`src/rtl/lcd_refresh_controller.sv`:
```
// HD44780 16x2 LCD sequencer: power-up wait, init commands, then endless refresh of 32 cells.
// Defining LCD_FRAME_CLEAR_EN adds a 0x01 clear command at the start of every frame.
//   state       | meaning
//   PWRUP       | wait PWRUP_CYCLES after reset
//   INIT        | load first init command
//   LINE_ADDR   | load 0x80/0xC0 line address (or per-frame clear)
//   FETCH       | sample and translate char_in for char_index
//   XFER_SETUP  | data/rs valid, enable low
//   XFER_EN     | enable high for EN_CYCLES
//   XFER_WAIT   | enable low for CMD_WAIT (CLR_WAIT after 0x01)
module lcd_refresh_controller #(
  parameter int PWRUP_CYCLES = 750000,
  parameter int EN_CYCLES    = 16,
  parameter int CMD_WAIT     = 2500,
  parameter int CLR_WAIT     = 100000
) (
  input  logic       clk,
  input  logic       rst_n,
  output logic [4:0] char_index,
  input  logic [7:0] char_in,
  output logic [7:0] lcd_data,
  output logic       lcd_rs,
  output logic       lcd_rw,
  output logic       lcd_en,
  output logic       lcd_on,
  output logic       init_done,
  output logic       frame_done
);

  localparam int MAX_A   = (PWRUP_CYCLES > CLR_WAIT) ? PWRUP_CYCLES : CLR_WAIT;
  localparam int MAX_B   = (EN_CYCLES > CMD_WAIT) ? EN_CYCLES : CMD_WAIT;
  localparam int MAX_CYC = (MAX_A > MAX_B) ? MAX_A : MAX_B;
  localparam int CNT_W   = $clog2(MAX_CYC + 1);

  typedef enum logic [2:0] {
    S_PWRUP, S_INIT, S_LINE_ADDR, S_FETCH, S_XFER_SETUP, S_XFER_EN, S_XFER_WAIT
  } state_t;

  typedef enum logic [1:0] {K_INIT, K_ADDR, K_DATA, K_CLR} kind_t;

  state_t           r_state;
  logic [CNT_W-1:0] r_cnt;
  logic [1:0]       r_step;
  kind_t            r_kind;
  logic [4:0]       r_idx;
  logic [7:0]       r_data;
  logic             r_rs;
  logic             r_en;
  logic             r_on;
  logic             r_init_done;
  logic             r_frame_done;

  state_t           w_state_nxt;
  kind_t            w_kind_nxt;
  logic [1:0]       w_step_nxt;
  logic [4:0]       w_idx_nxt;
  logic [7:0]       w_data_nxt;
  logic             w_rs_nxt;
  logic             w_init_done_set;
  logic             w_frame_pulse;
  logic [CNT_W-1:0] w_limit;
  logic             w_cnt_done;
  logic             w_long_wait;

  function automatic logic [7:0] f_init_cmd(input logic [1:0] step);
    case (step)
      2'd0:    return 8'h38;
      2'd1:    return 8'h0C;
      2'd2:    return 8'h01;
      default: return 8'h06;
    endcase
  endfunction

  function automatic logic [7:0] f_hex(input logic [7:0] v);
    if (v < 8'h0A)      return v + 8'h30;
    else if (v < 8'h10) return v + 8'h37;
    else                return v;
  endfunction

  assign w_long_wait = !r_rs && (r_data == 8'h01);

  always_comb begin
    w_limit = '0;
    case (r_state)
      S_PWRUP:     w_limit = CNT_W'(PWRUP_CYCLES - 1);
      S_XFER_EN:   w_limit = CNT_W'(EN_CYCLES - 1);
      S_XFER_WAIT: w_limit = w_long_wait ? CNT_W'(CLR_WAIT - 1) : CNT_W'(CMD_WAIT - 1);
      default:     w_limit = '0;
    endcase
  end

  assign w_cnt_done = (r_cnt == w_limit);

  // State register plus the transfer datapath that rides along with it
  always_ff @(posedge clk or negedge rst_n) begin
    if (!rst_n) begin
      r_state      <= S_PWRUP;
      r_cnt        <= '0;
      r_step       <= 2'd0;
      r_kind       <= K_INIT;
      r_idx        <= 5'd0;
      r_data       <= 8'h00;
      r_rs         <= 1'b0;
      r_en         <= 1'b0;
      r_on         <= 1'b0;
      r_init_done  <= 1'b0;
      r_frame_done <= 1'b0;
    end else begin
      r_state      <= w_state_nxt;
      r_cnt        <= (w_state_nxt != r_state) ? '0 : r_cnt + CNT_W'(1);
      r_step       <= w_step_nxt;
      r_kind       <= w_kind_nxt;
      r_idx        <= w_idx_nxt;
      r_data       <= w_data_nxt;
      r_rs         <= w_rs_nxt;
      r_en         <= (w_state_nxt == S_XFER_EN);
      r_on         <= 1'b1;
      r_init_done  <= r_init_done | w_init_done_set;
      r_frame_done <= w_frame_pulse;
    end
  end

  always_comb begin
    w_state_nxt     = r_state;
    w_kind_nxt      = r_kind;
    w_step_nxt      = r_step;
    w_idx_nxt       = r_idx;
    w_data_nxt      = r_data;
    w_rs_nxt        = r_rs;
    w_init_done_set = 1'b0;
    w_frame_pulse   = 1'b0;
    case (r_state)
      S_PWRUP: if (w_cnt_done) w_state_nxt = S_INIT;
      S_INIT: begin
        w_data_nxt  = f_init_cmd(r_step);
        w_rs_nxt    = 1'b0;
        w_kind_nxt  = K_INIT;
        w_state_nxt = S_XFER_SETUP;
      end
      S_LINE_ADDR: begin
        w_rs_nxt    = 1'b0;
        w_state_nxt = S_XFER_SETUP;
`ifdef LCD_FRAME_CLEAR_EN
        if (r_idx == 5'd0 && r_kind != K_CLR) begin
          w_data_nxt = 8'h01;
          w_kind_nxt = K_CLR;
        end else begin
          w_data_nxt = r_idx[4] ? 8'hC0 : 8'h80;
          w_kind_nxt = K_ADDR;
        end
`else
        w_data_nxt = r_idx[4] ? 8'hC0 : 8'h80;
        w_kind_nxt = K_ADDR;
`endif
      end
      S_FETCH: begin
        w_data_nxt  = f_hex(char_in);
        w_rs_nxt    = 1'b1;
        w_kind_nxt  = K_DATA;
        w_state_nxt = S_XFER_SETUP;
      end
      S_XFER_SETUP: w_state_nxt = S_XFER_EN;
      S_XFER_EN:    if (w_cnt_done) w_state_nxt = S_XFER_WAIT;
      S_XFER_WAIT: begin
        if (w_cnt_done) begin
          case (r_kind)
            K_INIT: begin
              if (r_step == 2'd3) begin
                w_init_done_set = 1'b1;
                w_state_nxt     = S_LINE_ADDR;
              end else begin
                // Chain init commands back-to-back so the gap is only the wait
                w_step_nxt  = r_step + 2'd1;
                w_data_nxt  = f_init_cmd(r_step + 2'd1);
                w_rs_nxt    = 1'b0;
                w_state_nxt = S_XFER_SETUP;
              end
            end
            K_ADDR: w_state_nxt = S_FETCH;
            K_CLR:  w_state_nxt = S_LINE_ADDR;
            default: begin
              w_idx_nxt = r_idx + 5'd1;
              if (r_idx == 5'h1F) begin
                w_frame_pulse = 1'b1;
                w_state_nxt   = S_LINE_ADDR;
              end else if (r_idx == 5'h0F) begin
                w_state_nxt = S_LINE_ADDR;
              end else begin
                w_state_nxt = S_FETCH;
              end
            end
          endcase
        end
      end
      default: w_state_nxt = S_PWRUP;
    endcase
  end

  always_comb begin
    char_index = r_idx;
    lcd_data   = r_data;
    lcd_rs     = r_rs;
    lcd_rw     = 1'b0;
    lcd_en     = r_en;
    lcd_on     = r_on;
    init_done  = r_init_done;
    frame_done = r_frame_done;
  end

endmodule

```
`config.mk`:
```
export PLATFORM = sky130hd
export DESIGN_NAME = lcd_refresh_controller
export DESIGN_NICKNAME = d
export VERILOG_FILES = /design/src/rtl/lcd_refresh_controller.sv
export SDC_FILE = /design/constraint.sdc
export NUM_CORES = 1
export LEC_CHECK = 0
export CORE_MARGIN = 2
export CORE_UTILIZATION = 60
export DETAILED_ROUTE_END_ITERATION = 8
export GPL_TIMING_DRIVEN = 0
export PLACE_DENSITY = 0.83
export SETUP_SLACK_MARGIN = 0.3
export SYNTH_ARGS = -nofsm -noshare
export SYNTH_HDL_FRONTEND = slang
export SYNTH_SLANG_ARGS = --single-unit
```
`constraint.sdc`:
```
create_clock -name clk -period 5.4 [get_ports clk]
set_clock_uncertainty 0.15 [all_clocks]
set_input_delay 0.54 -clock clk [delete_from_list [all_inputs] [get_ports clk]]
set_output_delay 0.54 -clock clk [all_outputs]
set_load 0.01 [all_outputs]
```
Yosys cells after proc, flatten, opt, wreduce, memory -nomap -nowiden
Cells that the tools add are included.
W data, S select, Z words.
- bits in registers: 45
- bits of input ports: 10
- output and inout bits: 19
- word-level logic and storage cells: 92
- $add $sub $neg: 5
- order comparisons: 2
- eq/ne operators: 22
- muxes and demuxes: 33
- bitwise operators: 3
- reduce and logical (&&, ||, !) cells: 16
- operator list (operator ; number):
    $pmux W20 S3 ; 1
    $mux W8 ; 5
    $pmux W6 S3 ; 2
    $pmux W8 S4 ; 1
    $add A20 B1 Y20 const B ; 1
    $eq A20 B20 Y1 ; 1
    $mux W20 ; 1
    $mux W17 ; 1
    $add A8 B6 Y8 const B ; 2
    $pmux W3 S5 ; 1
    $mux W1 ; 13
    $eq A3 B3 Y1 const B ; 4
    $mux W3 ; 4
    $reduce_and A4 Y1 ; 3
    $pmux W3 S3 ; 1
    $eq A2 B2 Y1 const B ; 4
    $eq A8 B1 Y1 const B ; 1
    $lt A8 B4 Y1 const B ; 1
    $lt A8 B5 Y1 const B ; 1
    $mux W7 ; 1
    $eq A2 B1 Y1 const B ; 3
    $eq A3 B2 Y1 const B ; 2
    $logic_not A2 Y1 ; 3
    $ne A2 B2 Y1 const B ; 3
    other kinds (18) ; 21

Longest topological paths before layout
Gate-level depths: netlist of the first run.
- word-level depth: 9
- depth in mapped cells: 9
- gate-level depth less buffers: 8

Worst setup path before layout of the first run
OpenSTA, ideal clock, no wires.
- path type: register -> register
- from: reg r_data[2] (netlist: lcd_data[2])
- to: reg r_data[0] (netlist: lcd_data[0])
- library setup time: 0.125 ns
- arrival: 2.609 ns
- data required time: 5.125 ns
- setup slack: 2.516 ns
- cell stages (with the launch flop): 7
- path buffers: 0
- clock period less this slack: 2.884 ns
- cell sequence: dfrtp_1 or4_4 nor4_2 mux2i_1 o2111ai_4 o31a_4 mux2_4
- word-level cells in the longest chain between the ends: 7
- RTL lines (element ; line ; RTL):
    start, declared ; 46 ; logic [7:0] r_data;
    start signal, assigned ; 114 ; r_data <= w_data_nxt;
    $eq A8 B1 Y1 ; 80 ; assign w_long_wait = !r_rs && (r_data == 8'h01);
    $logic_and A1 B1 Y1 ; 80 ;
    $mux W17 ; 87 ; S_XFER_WAIT: w_limit = w_long_wait ? CNT_W'(CLR_WAIT - 1) : CNT_W'(CMD_WAIT - 1);
    $pmux W20 S3 ; 84 ; case (r_state)
    $eq A20 B20 Y1 ; 92 ; assign w_cnt_done = (r_cnt == w_limit);
    $ne A2 B2 Y1 (no source line) ; - ;
    $reduce_and A4 Y1 (no source line) ; - ;
No other way between the ends.
A chain may end at the register's enable or synchronous reset.

Final worst setup path of the first run
- from: reg r_data[3] (netlist: lcd_data[3])
- to: reg r_data[5] (netlist: lcd_data[5])
The elaborated chain is that of the path after synthesis.

==> impl_results.md, run 1 <==
* Die area at 5440 um2
* Most common flop cell mapped by yosys: dfrtp_1
* Total number of vias at 2347
* Skew-Pair Late Insertion Delay at 290 ps
* Data arrival time of the worst path at 3210 ps
* I/O Pins at 29
* Drt pass-1 iters at 5
* Global-route wire length before repair at 10.1 mm
* Summed instance area of the synthesized netlist at 2920 um2
* CTS root buf: clkbuf_8
* Detailed-placement wirelength estimate at 4.53 mm
* Final clock period utilization by the worst path at 58.8%
* Highest signal layer in the routed design: met4
* Number of buffers inserted by hold repair at cts at 0
* Port-buffer cells at 27
* Final hold violations at 0
* Met2 routed WL at 2.89 mm
* Fraction of the yosys area taken by sequential cells at 38.5%
* Clock buffer depth at 2
* Slowest-stage cell, CP: or4b_1
* Fin nets at 358
* Share of final-layout standard cells stronger than drive strength 1 at 11.3%
* Net count after synthesis at 323
* Clock Pin Slew Worst Setup and Hold Paths at 80 ps
* Crit. End Element: flop
* Number of DRC violations after detailed routing at 0
* DR vias/cell at 5.84
* Area fraction of the dominant cell type after synthesis at 38.5%
* Worst path top cell family by delay: simple AND/OR/NAND/NOR gates
* Mean Syn Cell Area at 9.74 um2
* Total congestion overflow after global routing at 0
* Placed inst area at 3300 um2
* Post-cts gate resize count at 0
* Critical path start-end classification: flop to flop
* Count of cells along the worst register-to-register path at 6
* Drt wl/cell at 15.2 um
* Hold WS at 79.7 ps
* Post-route standard cell area excluding fillers at 3380 um2
* Fill cells at 357
* Pins over their slew limit at 0
* Metal1 wirelength at 2.85 mm
* Synth-to-Final Area Change at 15.8%
* Antenna Violating Nets Remaining at 0
* Post-synthesis cell type with the largest combined area: dfrtp_1
* Period minus WS final at 3180 ps
* Leakage dissipation at 0.00152 uW
* F_max at 0.315 GHz
* Count of state elements after synthesis at 45
* Vias in the first global route at 2128
* Slew of the pin with the lowest slew margin at 576 ps
* EDFF count, synth at 0
* Highest cell delay on the worst timing path at 650 ps
* Post-layout instance count excluding filler cells at 402
* Pin count of the biggest net entering global routing at 24
* Effective utilization at floorplan at 61.9%
* Fraction of registers with async set/reset at 100%
* Gp weighted congestion at 0.833
* Cells after Synth at 300
* Crit start category: flop
* Peak supply drop at 133 uV
* Worst-case headroom to the max-slew limit at 61.3%
* Yosys warning count at 0
* Most common cell in the netlist: dfrtp_1
* Max-cap viol count at 0
* Final setup TNS at 0 ps
* H-tree levels at 2
* Pwr per Cell Area at 169 nW/um2
* End of the worst register-to-register path: lcd_data[5]
* Outcome: finished clean
* Setup repair after global routing missed its margin: false
* Rows at 25
* Sum of routed wire length over all layers at 6.13 mm
* Startpoint of the most critical register-to-register path: lcd_data[3]
* CTS tree: done
* Total Routing Usage GR at 24.3%
* Number of different library cells in the post-synthesis netlist at 65
* Setup slack on the worst flop-to-flop path at 2220 ps
* Total clock buffers created by CTS at 5
* Most instantiated cells after synthesis: 45 x dfrtp_1, 32 x nor2_1, 26 x nand2_1
* Buf+Inv Stages, Crit Path at 0
* Worst hold-check path type: input port to async pin
* Crit-path max FO at 8
* Placed Cells at 395
* Antenna diode instance count at 0
* Top cells by area in the synthesized netlist: dfrtp_1 39%, ha_1 5.6%, xor2_1 4.8%
* Die Span X at 73.8 um
* CTS sink cnt at 45
* Number of antenna violations at the first check in global routing at 0
* Chip height at 73.8 um
* Critical path cell sequence: or4b_1, nor4_2, mux2i_1, o2111ai_4, o31a_4, mux2_4
* Core Area at 4720 um2
* Total of endpoints with negative setup slack in the final report at 0
* Data required time at the worst endpoint at 5430 ps
* Met3 wirelength from detailed routing at 331 um
* Detailed Route Iter0 Violations at 174
* Post-CTS setup buffer count at 0
==> worst max-delay path by stage <==
stage / slack (ps) / endpoint / from / depth (start not counted)
3_5_place_dp: 2280 / lcd_data[1] / lcd_data[2] / 6
3_3_place_gp: 2310 / lcd_data[5] / lcd_data[3] / 6
2_1_floorplan: 2520 / lcd_data[0] / lcd_data[2] / 6
5_1_grt: 2110 / r_cnt[9] / lcd_data[3] / 7
6_report: 2220 / lcd_data[5] / lcd_data[3] / 6
4_1_cts: 2260 / lcd_data[5] / lcd_data[2] / 6
==> worst register-to-register path: cells and delay by family (launching register included) <==
family	cells	cell delay (ps)
flops	1	400
simple gates	2	970
compound gates	2	810
mux	2	750
==> metrics by stage <==
stage | utilization [%] | setup slack [ps] | power, uW
global placement | 69.4 | 2310 | 367
detailed placement | 69.8 | 2280 | 370
finish | 71.7 | 2220 | 572
CTS | 71.7 | 2260 | 577
floorplan | - | 2520 | 351
global route | 71.7 | 2110 | 592
==> area by class of cell <==
cell class / instances / area, um2 / share of cell area, %
Clock buffer: 7 / 86.3 / 2.55
Sequential cell: 45 / 1130 / 33.3
Multi-Input combinational cell: 231 / 1690 / 49.9
Tap cell: 67 / 83.8 / 2.48
Buffer: 12 / 60.1 / 1.77
Inverter: 12 / 45.0 / 1.33
Timing Repair Buffer: 28 / 293 / 8.65
==> cell usage in the layout, fill, tap and decap left out, drive strengths merged, types with 10 or more instances in the layout <==
cell / count
clkbuf: 13
clkdlybuf4s50: 26
dfrtp: 45
ha: 13
inv: 12
nand2: 26
nor2: 32
nor4: 10
o21ai: 16
xor2: 16
==> kinds of logic (layout without fill, tap and decap cells) <==
logic type      after synthesis  after routing  share of synthesized area (%)
fa+ha+maj                    13             13                           5.57
compound gates               53             53                           14.0
xor+xnor                     25             25                           7.49
flops                        45             45                           38.5
simple gates                124            124                           24.5
buf+inv                      24             59                           3.60
mux                          14             14                           6.08
other cells                   2              2                          0.257
==> report_power, final <==
part	switching, uW	internal, uW
clock	108	102
combinational	13.4	11.8
sequential	0.0896	337
==> sequential cells by signal, indices dropped and copies added, names as in the netlist <==
register and flops:
char_index 5, frame_done 1, init_done 1, lcd_data 8
lcd_en 1, lcd_on 1, lcd_rs 1, r_cnt 20
r_kind 2, r_state 3, r_step 2
==> per-layer routing <==
metal | vias up | global-route usage (%)
met4 | 0 | 5.45
met5 | - | 0
li1 | 1123 | -
met3 | 9 | 4.12
met2 | 81 | 38.0
met1 | 1134 | 35.3
No activity file was read; power rests on OpenSTA's default activity.
==> inputs of run 2 (changes only) <==
- CORE_UTILIZATION: 60 -> 52
- PLACE_DENSITY: 0.83 -> 0.77
- clock period: 5.4 -> 2.55 ns (I/O delays scaled with it)
==> run 2 against run 1 <==
Effect of this change:
- the run now ends with setup timing left
- via count grew 9.9%
- count of clock-buffer cells in the layout is the same
- sequential share of layout area shrank 4.1 points
==> impl_results.md, run 2 (same netlist as run 1, synthesis figures left out) <==
* Placed inst area at 3320 um2 (+0.80%)
* Detailed-placement wirelength estimate at 4.76 mm (+5.1%)
* Pin count of the biggest net entering global routing at 31 (+29%)
* Critical path cell sequence: or4b_4, nor4_4, and3b_2, o22ai_4, buf_4, or3_4, mux2_4
* Total number of vias at 2580 (+9.9%)
* Count of cells along the worst register-to-register path at 7 (+1)
* Final standard cell utilization of the core at 70.6% (-1.0 points)
* Total Routing Usage GR at 24.6% (+0.32 points)
* Setup repair after global routing missed its margin: true
* Global-route wire length before repair at 12.0 mm (+18%)
* Slew of the pin with the lowest slew margin at 559 ps (-16.2 ps)
* Final setup TNS at -11400 ps (-11400 ps)
* Most common cell after layout, fill and taps aside: dfrtp_1
* Max-cap viol count at 0 (unchanged)
* Fill cells at 418 (+17%)
* Largest Register: r_cnt
* Effective utilization at floorplan at 53.4% (-8.5 points)
* Peak supply drop at 288 uV (+120%)
* Total congestion overflow after global routing at 0 (unchanged)
* Antenna diode instance count at 0 (unchanged)
* Clock buffer depth at 2 (unchanged)
* Largest register FFs at 20 (unchanged)
* Drt pass-1 iters at 6 (+1)
* Clock Pin Slew Worst Setup and Hold Paths at 80 ps (about the same)
* Outcome: finished with violations
* Leakage dissipation at 0.00175 uW (+15%)
* H-tree levels at 2 (unchanged)
* Die area at 6230 um2 (+15%)
* End of the worst register-to-register path: r_state[0]
* Number of DRC violations after detailed routing at 0 (unchanged)
* Die Span X at 79.0 um (+7.0%)
* Data required time at the worst endpoint at 2580 ps (-2850 ps)
* Most used cells in the layout excluding fill and tap cells: 45 x dfrtp_1, 26 x nand2_1, 26 x clkdlybuf4s50_1, 22 x nor2_1, 17 x buf_4
* Core Area at 5470 um2 (+16%)
* Detailed Route Iter0 Violations at 308 (+77%)
* Highest cell delay on the worst timing path at 570 ps (-80 ps)
* Total of endpoints with negative setup slack in the final report at 39 (+39)
* Chip height at 79.0 um (+7.0%)
* CTS tree: done
* Violations in the final reports: setup timing
* Number of gates on the worst path with buffers counted at 7 (+1)
* Worst hold-check path type: input port to async pin
* Startpoint of the most critical register-to-register path: lcd_data[3]
* Pins over their slew limit at 0 (unchanged)
* Rows at 27 (+8.0%)
* Buf+Inv Stages, Crit Path at 1 (+1)
* Setup slack on the worst flop-to-flop path at -390 ps (-2610 ps)
* F_max at 0.341 GHz (+8.2%)
* Worst-case headroom to the max-slew limit at 62.1% (+0.84 points)
* Final clock period utilization by the worst path at 115% (+56 points)
* Final hold violations at 0 (unchanged)
* Period minus WS final at 2940 ps (-240 ps)
* Sum of routed wire length over all layers at 7.44 mm (+21%)
* Synth-to-Final Area Change at 32.3%
* Share of final-layout standard cells stronger than drive strength 1 at 26.2% (+15 points)
* Skew-Pair Late Insertion Delay at 300 ps (about the same)
* Crit start category: flop
* Gp weighted congestion at 0.855 (+2.6%)
* Data arrival time of the worst path at 2970 ps (-240 ps)
* Smallest setup slack after layout at -386 ps (-2610 ps)
* I/O Pins at 29 (unchanged)
* Post-route standard cell area excluding fillers at 3860 um2 (+14%)
* Crit-path max FO at 4 (-4)
* Crit. End Element: flop
* Pwr per Cell Area at 315 nW/um2 (+86%)
* Startpoint of the worst setup timing path: lcd_data[3]
* CTS root buf: clkbuf_8
* Post-place setup slack at -625 ps (-2900 ps)
* Worst path top cell family by delay: simple AND/OR/NAND/NOR gates
* Slowest-stage cell, CP: or4b_4
* Hold WS at 258 ps (+178 ps)
* DR vias/cell at 5.93 (+1.6%)
* Fin nets at 386 (+7.8%)
* Number of antenna violations at the first check in global routing at 0 (unchanged)
* Total clock buffers created by CTS at 5 (unchanged)
* Drt wl/cell at 17.1 um (+12%)
* Port-buffer cells at 27 (unchanged)
* CTS sink cnt at 45 (unchanged)
* Vias in the first global route at 2382 (+12%)
* Antenna Violating Nets Remaining at 0 (unchanged)
* Critical path start-end classification: flop to flop
==> run 2: changes by cell type in the layout (fill, tap and decap cells not counted), moves of 3 or more <==
cell | before | now
buf_4 | 1 | 17
buf_6 | 1 | 10
mux2i_1 | 5 | 2
nor2_1 | 32 | 22
nor2_2 | 0 | 7
nor2_4 | 0 | 3
nor4_1 | 6 | 3
nor4_4 | 3 | 6
==> run 2: layout make-up <==
type / count / area (um2) / share of cell area (%)
multi-input combinational: 231 / 1890 / 49.0
sequential: 45 / 1130 / 29.1
timing repair buffer: 56 / 556 / 14.4
tap: 72 / 90.1 / 2.33
clock buffer: 7 / 86.3 / 2.23
buffer: 12 / 68.8 / 1.78
inverter: 12 / 45.0 / 1.17
==> run 2: report_power, final <==
part	total [uW]	switching (uW)	internal, uW
combinational	53.9	29.0	24.8
sequential	714	0.156	714
clock	450	235	215
total	1220	264	954
==> run 2: stage by stage <==
stage / total power, uW / cells
floorplan: 744 / 300
CTS: 1230 / 426
global placement: 778 / 399
finish: 1220 / 435
global route: 1260 / 435
detailed placement: 782 / 400
==> run 2: layer usage <==
| layer | wire [um] | up-vias | global-route usage, % | share of wire, % |
|---|---|---|---|---|
| met5 | 0 | - | 0 | 0 |
| met4 | 93 | 0 | 7.41 | 1.3 |
| met3 | 484 | 8 | 4.43 | 6.5 |
| met2 | 3520 | 124 | 36.8 | 47 |
| met1 | 3340 | 1267 | 36.5 | 45 |
| li1 | - | 1181 | - | - |
==> run 2: worst max-delay path by stage <==
| stage | endpoint | slack [ps] |
|---|---|---|
| after floorplan | lcd_data[0] | -200 |
| after global placement | r_cnt[10] | -570 |
| after detailed placement | r_cnt[17] | -630 |
| after CTS | r_step[1] | -270 |
| after global routing | r_step[1] | -480 |
| final | r_state[0] | -390 |
==> run 2: what timing repair did <==
| action | in CTS | in global routing |
|---|---|---|
| setup buffers | 17 | 9 |
| pin swaps | 20 | 10 |
| gates resized for setup | 39 | 17 |
| hold endpoints to repair | 15 | 0 |
| cloned | 1 | 0 |
| setup endpoints to repair | 39 | 40 |
| hold buffers | 1 | 0 |
==> run 2: worst reg2reg max path, delay by kind of cell, from the launching register on <==
| kind | cells | cell delay [ps] |
|---|---|---|
| simple gates | 4 | 1700 |
| mux | 1 | 300 |
| buf+inv | 1 | 150 |
| flops | 1 | 390 |
| compound gates | 1 | 120 |
